`src/rtl/uart_tx_arbiter.sv`:
```
// Round-robin arbiter that feeds one byte-serial transmitter from N_REQ producers,
// sequencing its start/busy handshake, an inter-frame gap and a start timeout.
module uart_tx_arbiter #(
  parameter int N_REQ         = 4,
  parameter int GAP_CYCLES    = 2,
  parameter int START_TIMEOUT = 16
) (
  input  logic                     clk,
  input  logic                     rst,
  input  logic [N_REQ-1:0]         req_valid,
  input  logic [8*N_REQ-1:0]       req_data,
  output logic [N_REQ-1:0]         req_ready,
  input  logic                     connection_status,
  input  logic                     tx_busy,
  output logic [7:0]               tx_word,
  output logic                     tx_start,
  output logic [$clog2(N_REQ)-1:0] grant_id,
  output logic                     active,
  output logic                     err_timeout,
  output logic [7:0]               err_count
);

  localparam int IDW = $clog2(N_REQ);
  localparam int GW  = (GAP_CYCLES > 0) ? $clog2(GAP_CYCLES + 1) : 1;
  localparam int TW  = $clog2(START_TIMEOUT);

  typedef enum logic [2:0] {IDLE, START, WAIT_BUSY, WAIT_DONE, GAP} state_t;

  state_t         state;
  logic [IDW-1:0] last_grant;
  logic [GW-1:0]  gap_cnt;
  logic [TW-1:0]  tmo_cnt;

  logic           found;
  logic [IDW-1:0] winner;
  logic [IDW-1:0] idx_w;
  logic [7:0]     sel_byte;
  logic           grant_req;

  function automatic logic [7:0] sat_inc(input logic [7:0] v);
    return (v == 8'hFF) ? v : v + 8'd1;
  endfunction

  // Search upward from the slot after the last winner, wrapping around.
  always_comb begin
    found = 1'b0;
    winner = '0;
    idx_w = '0;
    for (int off = 1; off <= N_REQ; off++) begin
      idx_w = IDW'((int'(last_grant) + off) % N_REQ);
      if (!found && req_valid[idx_w]) begin
        found = 1'b1;
        winner = idx_w;
      end
    end
  end

  always_comb begin
    sel_byte = '0;
    for (int i = 0; i < N_REQ; i++) begin
      if (IDW'(i) == winner) sel_byte = req_data[i*8 +: 8];
    end
  end

  assign grant_req = (state == IDLE) && connection_status && found;
  assign req_ready = grant_req ? (N_REQ'(1) << winner) : '0;

  always_ff @(posedge clk or posedge rst) begin
    if (rst) begin
      state       <= IDLE;
      last_grant  <= IDW'(N_REQ - 1);
      gap_cnt     <= '0;
      tmo_cnt     <= '0;
      tx_word     <= '0;
      tx_start    <= 1'b0;
      grant_id    <= '0;
      active      <= 1'b0;
      err_timeout <= 1'b0;
      err_count   <= '0;
    end else begin
      tx_start    <= 1'b0;
      err_timeout <= 1'b0;
      case (state)
        IDLE: begin
          if (grant_req) begin
            tx_word    <= sel_byte;
            grant_id   <= winner;
            last_grant <= winner;
            tx_start   <= 1'b1;
            active     <= 1'b1;
            state      <= START;
          end
        end
        START: begin
          tmo_cnt <= '0;
          state   <= WAIT_BUSY;
        end
        WAIT_BUSY: begin
          // Timeout fires on the edge where the count would reach START_TIMEOUT-1.
          if (tx_busy) begin
            state <= WAIT_DONE;
          end else if (tmo_cnt == TW'(START_TIMEOUT - 2)) begin
            err_timeout <= 1'b1;
            err_count   <= sat_inc(err_count);
            active      <= 1'b0;
            state       <= IDLE;
          end else begin
            tmo_cnt <= tmo_cnt + TW'(1);
          end
        end
        WAIT_DONE: begin
          if (!tx_busy) begin
            if (GAP_CYCLES == 0) begin
              active <= 1'b0;
              state  <= IDLE;
            end else begin
              gap_cnt <= GW'(GAP_CYCLES);
              state   <= GAP;
            end
          end
        end
        GAP: begin
          if (gap_cnt == GW'(1)) begin
            active <= 1'b0;
            state  <= IDLE;
          end else begin
            gap_cnt <= gap_cnt - GW'(1);
          end
        end
        default: begin
          active <= 1'b0;
          state  <= IDLE;
        end
      endcase
    end
  end

endmodule

```
`config.mk`:
```
export PLATFORM = sky130hd
export DESIGN_NAME = uart_tx_arbiter
export DESIGN_NICKNAME = d
export VERILOG_FILES = /design/src/rtl/uart_tx_arbiter.sv
export SDC_FILE = /design/constraint.sdc
export NUM_CORES = 1
export LEC_CHECK = 0
export ABC_AREA = 1
export BUFFER_PORTS_ARGS = -buffer_cell sky130_fd_sc_hd__buf_4
export CAP_MARGIN = 25
export CORE_MARGIN = 1
export CORE_UTILIZATION = 46
export CTS_CLUSTER_SIZE = 8
export DETAILED_ROUTE_END_ITERATION = 6
export GPL_TIMING_DRIVEN = 0
export PLACE_DENSITY = 0.76
export SLEW_MARGIN = 40
export SYNTH_ARGS = -nofsm -noshare
export SYNTH_HDL_FRONTEND = slang
export SYNTH_SLANG_ARGS = --single-unit
```
`constraint.sdc`:
```
create_clock -name clk -period 1.89 [get_ports clk]
set_clock_uncertainty 0.1 [all_clocks]
set_input_delay 0.0945 -clock clk [delete_from_list [all_inputs] [get_ports clk]]
set_output_delay 0.0945 -clock clk [all_outputs]
set_load 0.1 [all_outputs]
```
==> summary by stage, run 1 <==
Status
The run finished, with violations left. The final reports fail on setup timing.

Cells and area
After routing the design area is 0.00335 sq mm. The number of inserted filler cells in the final layout is 286. The number of nets in the layout is 432. Of the cells placed in the final design, the portion with a size suffix greater than 1 is 0.491. 0 antenna diodes ended up in the layout.

Relative to the synthesized area, the layout overhead comes to 61.8%. Leaving out filler cells and counting taps, the final layout contains 441. The utilization of the core after routing is 0.774.

GRT
The first global-routing pass estimated 8850 microns of wire. In the global route stage, met3 resource usage came out at 0.0570. The number of global-route vias before repair is 2012. After global routing, the most crowded layer is met2. For this run, global-route usage on met1 was measured as 0.276. The global-route met2 utilization is 0.410. After global routing the overflow that remains totals 0.

The initial antenna violation count is 0. For this run, the total global-route usage over all layers was measured as 0.232. Entering global routing, the biggest net connects 33 pins.

Critical path
The element type at the critical path start is a flip-flop. The critical path in this run is classified as flip-flop to output port. STA classifies the critical path endpoint as an output port.

The biggest fanout along the worst timing path is 7. The worst register-to-register path ends at tx_word[3]. The delay of the slowest cell on the worst path is 530 ps. The worst path arrival time is 2300 ps.

The required time of the worst setup path is 1700 ps. The setup check on the worst reg-to-reg path leaves a slack of -510 ps. The worst register-to-register path begins at last_grant[1]. Counting cells, the worst reg-to-reg path comes to 19. Walking the worst path, the cells encountered are buf_6 > inv_2 > nand2_1 > nand2_2 > nand2_2 > buf_4 > a21boi_2 > nand2_1 > clkinv_2 > nand2_4 > buf_8 > nor3_4 > buf_12.

On the critical path, the stage with the largest delay is an instance of dfstp_2.

Synthesis
Ranked by total cell area, the synthesized netlist is headed by dfrtp_1 (36%), nand2_1 (15%), inv_1 (5.8%), nor2_1 (4.7%), nand3_1 (4.6%). In the synthesized netlist the dominant register cell turns out to be dfrtp_1. In the post-synthesis netlist, the cell with the most instances is nand2_1.

Counting instances in the post-synthesis netlist gives the leading cell types as nand2_1 (80), inv_1 (32), dfrtp_1 (30). The average cell area after synthesis is 7.55 sq um. The synthesized netlist cell count is 274.

For this run, asynchronously set or reset flops after synthesis account for 1.00. Synthesis inferred 32 register bits. After synthesis, the netlist uses 29 different library cells. Counting every net in the synthesized netlist gives 318. The number of enable flip-flop cells after synthesis is 0. The cell type with the highest aggregate area in the netlist is dfrtp_1. The warning count from the yosys run is 0.

Of the post-synthesis cell area, the dominant cell type holds 0.363. For this run, the register share of the synthesized area comes to 0.388. The cell area that synthesis handed to floorplanning was 0.00207 sq mm.

Power
The fraction of power spent switching nets is 0.548. The part of the total power dissipated in the clock network is 0.077. The internal portion of the total power is 3.18 mW. The power per cell area is 2100 mW/mm^2. The switching power summed over all nets is 3.86 mW. The logic gate share of total power is 0.770. Across the VDD grid, the largest voltage drop is 1.50 mV. The share of total power dissipated in sequential elements is 0.153. For this design the static power due to leakage is 1.77 nW.

Clock network
The insertion delay of the later-clocked pin in the worst-skew pair is 300 ps. TritonCTS built the clock tree. The CTS sink count is 32. The maximum count of clock buffers along a single path is 2. The H-tree was split into 2 levels. The cell sitting at the root of the clock tree is a clkbuf_8. The clock-pin slew reported for the worst setup and hold paths after clock tree synthesis is 70 ps. Counting the buffers created by CTS gives 5.

Timing
The tightest hold path in the finished design has a slack of 0.387 ps. In the finished design, the share of the clock period the worst path needs comes to 1.32. The worst pin sits at a relative slew slack of 0.556.

For this run, the top clock speed supported by timing is 400 MHz. After layout, the minimum clock period comes to 2500 ps. Setup repair after global routing could not meet its margin everywhere. The slew at the pin closest to its max-slew limit is 665 ps. The final setup TNS is -7920 ps. In the post-route analysis, the smallest setup slack over all paths is -609 ps.

The count of final hold-check violations is 0. The number of setup violations in the final report is 19. The number of pins exceeding their max-slew limit in the final report is 0.

Place
The HPWL after detailed placement is 3570 microns. The number of cells after detailed placement is 390. The final weighted congestion in routability-driven placement is 0.814. The total cell area at the placement stage is 0.00269 sq mm. The port buffer count is 64.

Flow run
The max-capacitance violation count is 0.

Detailed routing
The number of nets with antenna violations after detailed routing is 0. Using the TritonRoute via totals, the vias-per-cell ratio works out to 5.09. Summed over all layers, the routed wires come to 6170 microns. For this run, the detailed router's first-pass iteration total came to 4. The number of DRC violations after detailed-routing iteration 0 is 145.

After detailed routing, the average wire length per cell comes to 14.0 microns. The count of unresolved DRC violations after routing is 0. The routed layout has 2246 vias.

Worst hold path
The hold-critical path endpoint is tx_word[4]. In this run the most critical hold path is launched from req_data[28]. The type of the most critical hold path is input port to flip-flop. The worst hold path passes through 5 cells.

Floorplanning
The vertical extent of the die is 69.1 microns. 65 I/O pins were placed. The horizontal extent of the die is 69.1 microns. The die covers 0.00477 sq mm.

The core area is 0.00432 sq mm. The initial standard-cell utilization of the core is 0.478. The row count is 24.
[power by group through the flow]
stage | clock [mW] | sequential, mW | combinational [mW]
detailed placement | 0 | 1.09 | 4.10
CTS | 0.533 | 1.07 | 4.81
global placement | 0 | 1.08 | 4.04
finish | 0.540 | 1.08 | 5.42
global route | 0.570 | 1.11 | 5.78
floorplan | 0 | 1.90 | 2.52
[state kept, by name, indices dropped and copies added (netlist names)]
signal	count
gap_cnt	2
last_grant	2
tx_start	1
state	3
tx_word	8
err_timeout	1
tmo_cnt	4
grant_id	2
active	1
err_count	8
[cells by family (layout without fill, tap and decap cells)]
family                     Yosys count  count (layout)  synth area share
AOI/OAI and AO/OA                   30              30            0.0920
xor gates and xnor gates             9               9            0.0381
adders and majority gates            4               4            0.0242
buffers and inverters               44             159             0.104
DFF                                 32              32             0.388
and+or+nand+nor                    155             155             0.353
[worst max-delay path by stage]
stage	cells past startpoint	endpoint	slack (ps)	start
3_3_place_gp	16	req_ready[1]	-350	last_grant[0]
4_1_cts	16	req_ready[1]	-540	last_grant[0]
3_5_place_dp	16	req_ready[1]	-360	last_grant[0]
6_report	13	req_ready[0]	-610	last_grant[1]
5_1_grt	13	req_ready[0]	-700	last_grant[1]
2_1_floorplan	11	req_ready[0]	-470	last_grant[0]
[layout by cell type, fill, tap and decap left out, drive strengths merged]
master       Yosys  final
xor2             6      6
clkinv           1      4
dfstp            2      2
nand3           20     20
o31ai            1      1
buf              6    107
inv             37     37
a21boi           1      1
nor3             3      3
o211ai           1      1
ha               4      4
nand2           96     96
nor2            28     28
a21oi            5      5
o21a             1      1
nand4            8      8
xnor2            3      3
o21ai           21     21
dfrtp           30     30
dlygate4sd3      0      5
clkbuf           0      6
[what timing repair did]
item,CTS,global route
gates cloned,1,0
pin swaps,16,18
hold buffers,5,0
setup endpoints to repair,20,22
hold endpoints to repair,34,0
buffers inserted,19,18
gates resized for setup,27,33
[layer usage]
layer	wire length, microns	vias up
met5	0	-
met4	107	0
met3	348	14
met2	3310	96
met1	2400	1048
li1	-	1088
[worst max-delay path: cells and delay by family, from the launching register on]
family / cells / cell delay, ps
buffers and inverters: 6 / 730
AND/OR/NAND/NOR: 6 / 600
flip-flops: 1 / 530
AO/OA/AOI/OAI: 1 / 130
[final cells by class]
class,instances,area [sq um],share of cell area
clock buffers,5,68.8,0.0206
repair buffers,107,910,0.272
well taps,52,65.1,0.0194
multi-input cells,198,1220,0.364
plain buffers,6,86.3,0.0258
clock inverters,3,18.8,0.00561
flip-flops and latches,32,817,0.244
inverters,38,161,0.0482
[per-stage QoR]
stage          total power, mW  setup WS [ps]
4_1_cts                   6.42           -539
5_1_grt                   7.45           -696
3_5_place_dp              5.19           -363
2_1_floorplan             4.42           -466
3_3_place_gp              5.11           -347
6_report                  7.04           -609
(Power assumes the default switching activity.)
==> run 2: changes to the inputs <==
Settings changed: MAX_ROUTING_LAYER from default to met4.
==> run 2 against run 1 <==
The run still ends with setup timing left. Wire length increased by 4.1%. First-iteration DRC count increased by 47%. Worst setup slack about the same. Maximum frequency about the same. Die area unchanged. Clock power decreased by 1%. Cell count increased by 0.23%. Power increased by 0.46%. Clock-buffer cell count unchanged. Largest cell class unchanged. Highest routed layer unchanged.
==> summary by stage, run 2 (synthesis results as in run 1) <==
Status
The run finished, with violations left. The checks that failed: setup timing.

Timing
Dividing the final minimum period by the clock period gives 1.32. The clock period minus final worst setup slack is 2500 ps. The number of pins exceeding their max-slew limit in the final report is 0.

At the pin with the least slew margin, the transition time is 672 ps. Timing would allow up to 400 MHz. In the post-route analysis, the smallest setup slack over all paths is -609 ps.

The count of final hold-check violations is 0. The worst slew margin relative to its limit is 0.551. Setup repair after global routing could not meet its margin everywhere.

The number of setup violations in the final report is 20.

Cells and area
The number of nets in the layout is 433. The top cell types in the final layout, fill and taps aside, are buf_4 (92), nand2_1 (67), inv_1 (29), dfrtp_1 (23), nor2_1 (21). The library cell used most frequently in the layout, excluding fill and tap cells, is buf_4. The number of antenna repair diodes is 0.

The growth of design area from synthesis to finish is 62.1%. The largest registers in the layout are err_count (8), tx_word (8), tmo_cnt (4). In the final layout, the share of cells above drive strength 1 is 0.492.

GRT
The met3 layer usage reported by global route is 0.0526. The number of global-route vias before repair was 2014. The initial antenna violation count is 0.

The largest net degree at the start of global routing is 33. In this run the most used layer during global routing was met2. The first global-routing pass estimated 8850 microns of wire. The met1 track demand over resource in global routing is 0.276. After global routing the overflow that remains totals 0.

Across every metal layer, demand over resource in global routing totals 0.238. The global-route met2 utilization is 0.411.

Detailed routing
For this block, the initial DRC count from the detailed router was 213. In the final routed layout, each cell accounts on average for 14.5 microns. The final layout contains routed wiring with a total length of 6420 microns.

The via count normalized by instance count is 5.17. After detailed routing, the number of remaining DRC violations is 0. The via count is 2285. The number of iterations in the first detailed-routing pass is 4. In this run the remaining antenna-violating nets after routing total 0.

Power
The portion of total power attributed to sequential cells is 0.153. The total power of the final layout is 7.07 mW. Summed over all nets, the switching power comes to 3.89 mW. Internal power comes to 3.18 mW. Of the total power, the clock network draws 0.075. The fraction of power spent switching nets is 0.550. The leakage power figure is 1.78 nW. Power spread over the standard cell area amounts to 2110 mW/mm^2. The largest vdd supply drop is 1.49 mV.

The logic gate share of total power is 0.772.

Worst hold path
The type of the most critical hold path is input port to flip-flop.

Critical path
The critical path is of the flip-flop to output port type. The worst setup path is captured at an output port. STA puts the critical path data arrival time at 2300 ps.

Along the worst path, the maximum fanout reaches 7. Counting both buffers and inverters, the worst setup path holds a total of 6. Broken down by cell family, the worst path's largest delay share belongs to buffers and inverters. Walking the worst path, the cells encountered are buf_6 > inv_2 > nand2_1 > nand2_2 > nand2_2 > buf_4 > a21boi_2 > nand2_1 > clkinv_2 > nand2_4 > buf_8 > nor3_4 > buf_12.

The element type at the critical path start is a flip-flop. Data on the critical path is required at its endpoint by 1700 ps. The largest single stage delay on the critical path is 530 ps.

The slowest stage of the critical path is the dfstp_2 cell.

Floorplanning
The vertical extent of the die is 69.1 microns. The horizontal extent of the die is 69.1 microns. The core area is 0.00432 sq mm. The die outline area is 0.00477 sq mm. The initial utilization of the core area, before any placement, comes to 0.478. The row count is 24. The total I/O pin count is 65.

Place
Detailed placement finished with a half-perimeter wire length of 3570 microns. Prior to clock tree synthesis, the placed netlist has a worst setup slack of -363 ps. The congestion estimate from routability-driven global placement came to 0.826.

The count of buffers added on input and output ports is 64.

Clock network
After clock tree synthesis, the clock-pin slew on the worst setup and hold paths is 70 ps. No sink is reached through more buffers than the 2 on the longest clock path. The CTS tree is built. The buffer type at the clock tree root is clkbuf_8.

The CTS sink count is 32. The insertion delay of the later-clocked pin in the worst-skew pair is 290 ps. The number of buffers added by the clock tree synthesis step is 5.

The level count of the clock H-tree is 2.

Flow run
The max-capacitance violation count is 0.
## run 2: cell count changes in the layout (fill, tap and decap cells not counted)
cell and delta:
buf_4 +1
## run 2: area by class of cell
class	count	area [sq um]
clock buffer	5	68.8
tap	52	65.1
clock inverter	3	18.8
buffer	6	86.3
fill	287	971
multi-input combinational	198	1220
inverter	38	161
timing repair buffer	108	917
sequential	32	817
## run 2: worst register-to-register path, cell delays in order (launching register included)
cell	delay [ps]
dfstp_2	530
buf_6	120
inv_2	80
nand2_1	90
nand2_2	70
nand2_2	110
nand2_4	70
nor2_4	110
nand2_2	70
o21ai_4	160
inv_2	60
nand2_4	90
inv_4	50
buf_8	120
buf_6	120
buf_8	130
o21ai_2	60
inv_1	50
nand2_1	60
nand2_1	50
## run 2: repair_timing
item / in CTS / in global routing
gates resized for setup: 27 / 33
gates cloned: 1 / 0
endpoints found under the setup margin: 20 / 22
hold endpoints to repair: 34 / 0
hold buffers: 5 / 0
buffers inserted: 19 / 19
pin swaps: 16 / 18
## run 2: worst paths after layout
check / startpoint / cells after the start / slack (ps) / to
worst max-delay path: last_grant[1] / 13 / -610 / req_ready[0]
worst min-delay path: req_data[28] / 5 / 0.5 / tx_word[4]
worst max register to register: last_grant[1] / 19 / -510 / tx_word[3]
min in group asynchronous: rst / 3 / 370 / state[1]
max in group asynchronous: rst / 3 / 820 / err_count[0]
worst min register to register: tx_word[0] / 2 / 380 / tx_word[0]
## run 2: through the flow
step	utilization	instances	hold WS [ps]	TNS (ps)	cell area [sq um]
2_1_floorplan	-	274	71.2	-2100	2140
3_3_place_gp	0.622	390	200	-3380	2690
3_5_place_dp	0.622	390	144	-3990	2690
4_1_cts	0.715	423	0.340	-7080	3090
5_1_grt	0.775	442	24.4	-10090	3350
6_report	0.775	442	0.541	-7920	3350
## run 2: power groups by stage
stage	clock (mW)	sequential [mW]	combinational, mW
3_3_place_gp	0	1.08	4.04
2_1_floorplan	0	1.90	2.52
5_1_grt	0.561	1.11	5.81
3_5_place_dp	0	1.09	4.10
4_1_cts	0.533	1.07	4.81
6_report	0.532	1.08	5.46
## run 2: metal layers
| metal | part of all wire | vias to the layer above |
|---|---|---|
| met1 | 0.37 | 1061 |
| met3 | 0.060 | 19 |
| li1 | - | 1093 |
| met5 | 0 | - |
| met4 | 0.024 | 0 |
| met2 | 0.54 | 112 |
==> run 3: changes to the inputs <==
Settings changed: ABC_AREA 1 to default, CORE_UTILIZATION 46 to 45.
==> run 3 against run 2 <==
Maximum frequency increased by 23%. The flow still finishes with violations (setup timing). Via count decreased by 20%. Critical path type unchanged. Sequential power about the same. Non-clock buffer count decreased by 11. Power decreased by 32%.
==> summary by stage, run 3 <==
Status
The flow ran to the end, but the final reports show violations. The final reports fail on setup timing.

Power
Across the VDD grid, the largest voltage drop is 0.824 mV. Summed over all nets, the switching power comes to 2.38 mW. The power per cell area is 1580 mW/mm^2. The part of the total power dissipated in the clock network is 0.140.

The portion of total power attributed to sequential cells is 0.231. Power comes to 4.80 mW. Of the total power, combinational logic draws 0.629. The internal portion of the total power is 2.42 mW.

The fraction of power spent switching nets is 0.496. In this run the static leakage power is 1.39 nW.

Cells and area
The sequential cells in the finished layout cover a total of 820 sq um. The largest registers in the layout are err_count (8), tx_word (8), tmo_cnt (4). The number of antenna repair diodes is 0. The share of final-layout standard cells stronger than drive strength 1 is 0.571. The number of inserted filler cells in the final layout is 282.

The multi-input combinational cells in the finished layout cover a total of 0.00115 sq mm. Compared with the post-synthesis result, the final layout area differs by 57.8%. Leaving out fill and tap cells, the most frequent cells in the layout are buf_4 (87), dfrtp_1 (21), nand2_1 (14), nor2_1 (12), a21oi_1 (9). The library cell used most frequently in the layout, excluding fill and tap cells, is buf_4.

The final layout contains 330 nets.

Clock network
The clock net in this run drives a total of 32 sinks. The buffer type at the clock tree root is clkbuf_8. TritonCTS built the clock tree. The level count of the clock H-tree is 2.

The maximum count of clock buffers along a single path is 2. The insertion delay of the later-clocked pin in the worst-skew pair is 290 ps. Clock-pin slew was measured on the worst setup and hold paths at 70 ps. The number of buffers added by the clock tree synthesis step is 5.

Floorplanning
The row count is 23. The core area is 0.00406 sq mm. The die outline area is 0.00454 sq mm. The vertical extent of the die is 67.4 microns.

The horizontal extent of the die is 67.4 microns. 65 I/O pins were placed. For this configuration, the core starts out at a cell density of 0.474.

Critical path
The biggest fanout along the worst timing path is 5. The worst path arrival time is 1840 ps. The type of the setup path with the least slack is flip-flop to output port. The largest single stage delay on the critical path is 560 ps.

The required time of the worst setup path is 1700 ps. The kind of cell with the highest combined delay along the critical path is flip-flops. For flop-to-flop paths, the worst setup slack is -100 ps. The count of cells along the worst register-to-register path is 6. The number of cells on the critical path is 5. The number of buffers and inverters on the critical path is 2.

The signal on the critical path passes through buf_6 > mux2i_2 > o221ai_4 > nor3_4 > buf_12. The slowest cell on the critical path is dfstp_2. The source of the critical timing path is last_grant[1].

The end of the worst register-to-register path is tx_word[1]. The kind of end point of the critical path is an output port. The worst setup path is launched from a flip-flop.

The startpoint identified for the worst register-to-register timing path is last_grant[1].

GRT
The total routing usage reported by global routing is 0.262. The global-route wire length before repair is 8380 microns. The largest net degree at the start of global routing is 33. The number of global-route vias before repair is 1853. Summed over all layers, the global routing overflow is 0. The initial antenna violation count is 0.

Timing
At the pin with the least slew margin, the transition time is 675 ps. Setup repair after global routing could not meet its margin everywhere. The final setup TNS is -1100 ps. The final critical-path setup slack is -144 ps.

The ratio of final minimum period to clock period is 1.08. The routed design could run at a clock period as short as 2030 ps. Setup violations remaining at the end of the flow were counted as 17. The number of pins exceeding their max-slew limit in the final report is 0. The highest clock rate is 492 MHz.

Final hold analysis gives a worst-case slack of 51.4 ps. The worst slew margin relative to its limit is 0.549. The count of final hold-check violations came to 0.

Detailed routing
The number of iterations in the first detailed-routing pass is 4. The number of DRC violations after detailed-routing iteration 0 is 88. The wire length after detailed routing is 5220 microns. In the final routing, the length of wire on met1 measures 2240 microns. The highest layer touched by signal routing is met4.

In the final routed layout, each cell accounts on average for 15.5 microns. Using the TritonRoute via totals, the vias-per-cell ratio works out to 5.45. The number of nets with antenna violations after detailed routing is 0. The met2 layer wire length in the routed design is 2720 microns. The routed layout has 1837 vias. After detailed routing, the met3 layer carries 180 microns of wire. The count of unresolved DRC violations after routing is 0.

Synthesis
The synthesized netlist cell count is 185. The cell with the most instances after synthesis is dfrtp_1. Sorting the synthesized cells by area gives the leading types as dfrtp_1 (39%), a22oi_2 (5.2%), mux2i_1 (4.7%), o221ai_1 (4.1%), nand2_1 (3.1%). After synthesis the netlist holds a flip-flop and latch count of 32.

In this run, synthesis inferred 0 flip-flops with an integrated enable. For this run, asynchronously set or reset flops after synthesis account for 1.00. The commonest cells after synthesis are dfrtp_1 (30), nand2_1 (16), nor2_1 (15). The cell area that synthesis handed to floorplanning was 0.00192 sq mm. Of the post-synthesis cell area, the dominant cell type holds 0.390. Averaged over all synthesized cells, the footprint is 10.4 sq um.

The top flip-flop cell by instance count after synthesis is dfrtp_1. Synthesis produced a netlist with a net count of 229. Summed over all instances, the cell type with the most area after synthesis is dfrtp_1. The count of different cell masters after synthesis is 49. The portion of the post-synthesis area used by sequential elements is 0.417. The warning count from the yosys run is 0.

Place
The count of buffers added on input and output ports is 63. Detailed placement ended at an HPWL of 3360 microns. The final weighted congestion in routability-driven placement is 0.808.

Worst hold path
The worst hold path passes through 3 cells. In this run the worst hold path is classified as input port to flip-flop. For hold timing, the worst endpoint is tx_word[0]. The hold path startpoint is req_data[8].

Flow run
The max-capacitance violation count is 0.
## run 3: cell types whose count changed after synthesis, moves of 9 or more
| cell | previous run | this run |
|---|---|---|
| nand2_1 | 80 | 16 |
| inv_1 | 32 | 6 |
| nand3_1 | 19 | 2 |
| nor2_1 | 26 | 15 |
| o21ai_0 | 13 | 2 |
| mux2i_1 | 0 | 9 |
| o221ai_1 | 0 | 9 |
## run 3: final cells by class
type	count	area share
tap	50	0.0206
buffer	6	0.0206
clock buffer	5	0.0227
timing repair buffer	97	0.263
clock inverter	3	0.0140
inverter	7	0.0111
sequential	32	0.270
multi-input combinational	137	0.378
## run 3: worst max-delay path by stage
| stage | slack [ps] | to |
|---|---|---|
| after floorplan | -320 | req_ready[0] |
| after global placement | -140 | err_count[1] |
| after detailed placement | -180 | err_count[1] |
| after CTS | -190 | req_ready[2] |
| after global routing | -230 | req_ready[0] |
| final | -140 | req_ready[0] |
## run 3: logic make-up after synthesis
| logic type | synth area share |
|---|---|
| fa+ha+maj | 0.0260 |
| xor+xnor | 0.0319 |
| compound gates | 0.221 |
| simple gates | 0.187 |
| mux | 0.0585 |
| buf+inv | 0.0579 |
| flops | 0.417 |
## run 3: worst min-delay path: cells and delay by family
| family | cells | cell delay, ps |
|---|---|---|
| compound gates | 2 | 230 |
| buf+inv | 1 | 80 |
## run 3: per-stage QoR
stage	instance area, sq um	util	cells	setup WS [ps]
finish	3040	0.748	337	-144
global route	3040	0.748	337	-229
CTS	2940	0.726	329	-191
detailed placement	2510	0.619	298	-183
global placement	2510	0.619	298	-136
floorplan	1980	-	185	-324
## run 3: power by group through the flow
| stage | registers, mW | logic, mW | clock network (mW) |
|---|---|---|---|
| 2_1_floorplan | 1.93 | 1.17 | 0 |
| 3_3_place_gp | 1.09 | 2.49 | 0 |
| 3_5_place_dp | 1.10 | 2.52 | 0 |
| 4_1_cts | 1.09 | 2.90 | 0.682 |
| 5_1_grt | 1.13 | 3.20 | 0.716 |
| 6_report | 1.11 | 3.02 | 0.671 |
## run 3: repair_timing
action / 4_1_cts / 5_1_grt
hold buffers: 3 / 0
setup buffers: 21 / 10
cloned: 0 / 1
resized for setup: 32 / 8
pin swaps: 8 / 11
endpoints found under the hold margin: 31 / 0
endpoints found under the setup margin: 19 / 23
## run 3: metal layers
layer | up-vias | global-route usage
met4 | 0 | 0.106
met5 | - | -
met2 | 40 | 0.421
met1 | 905 | 0.308
li1 | 883 | -
met3 | 9 | 0.0726
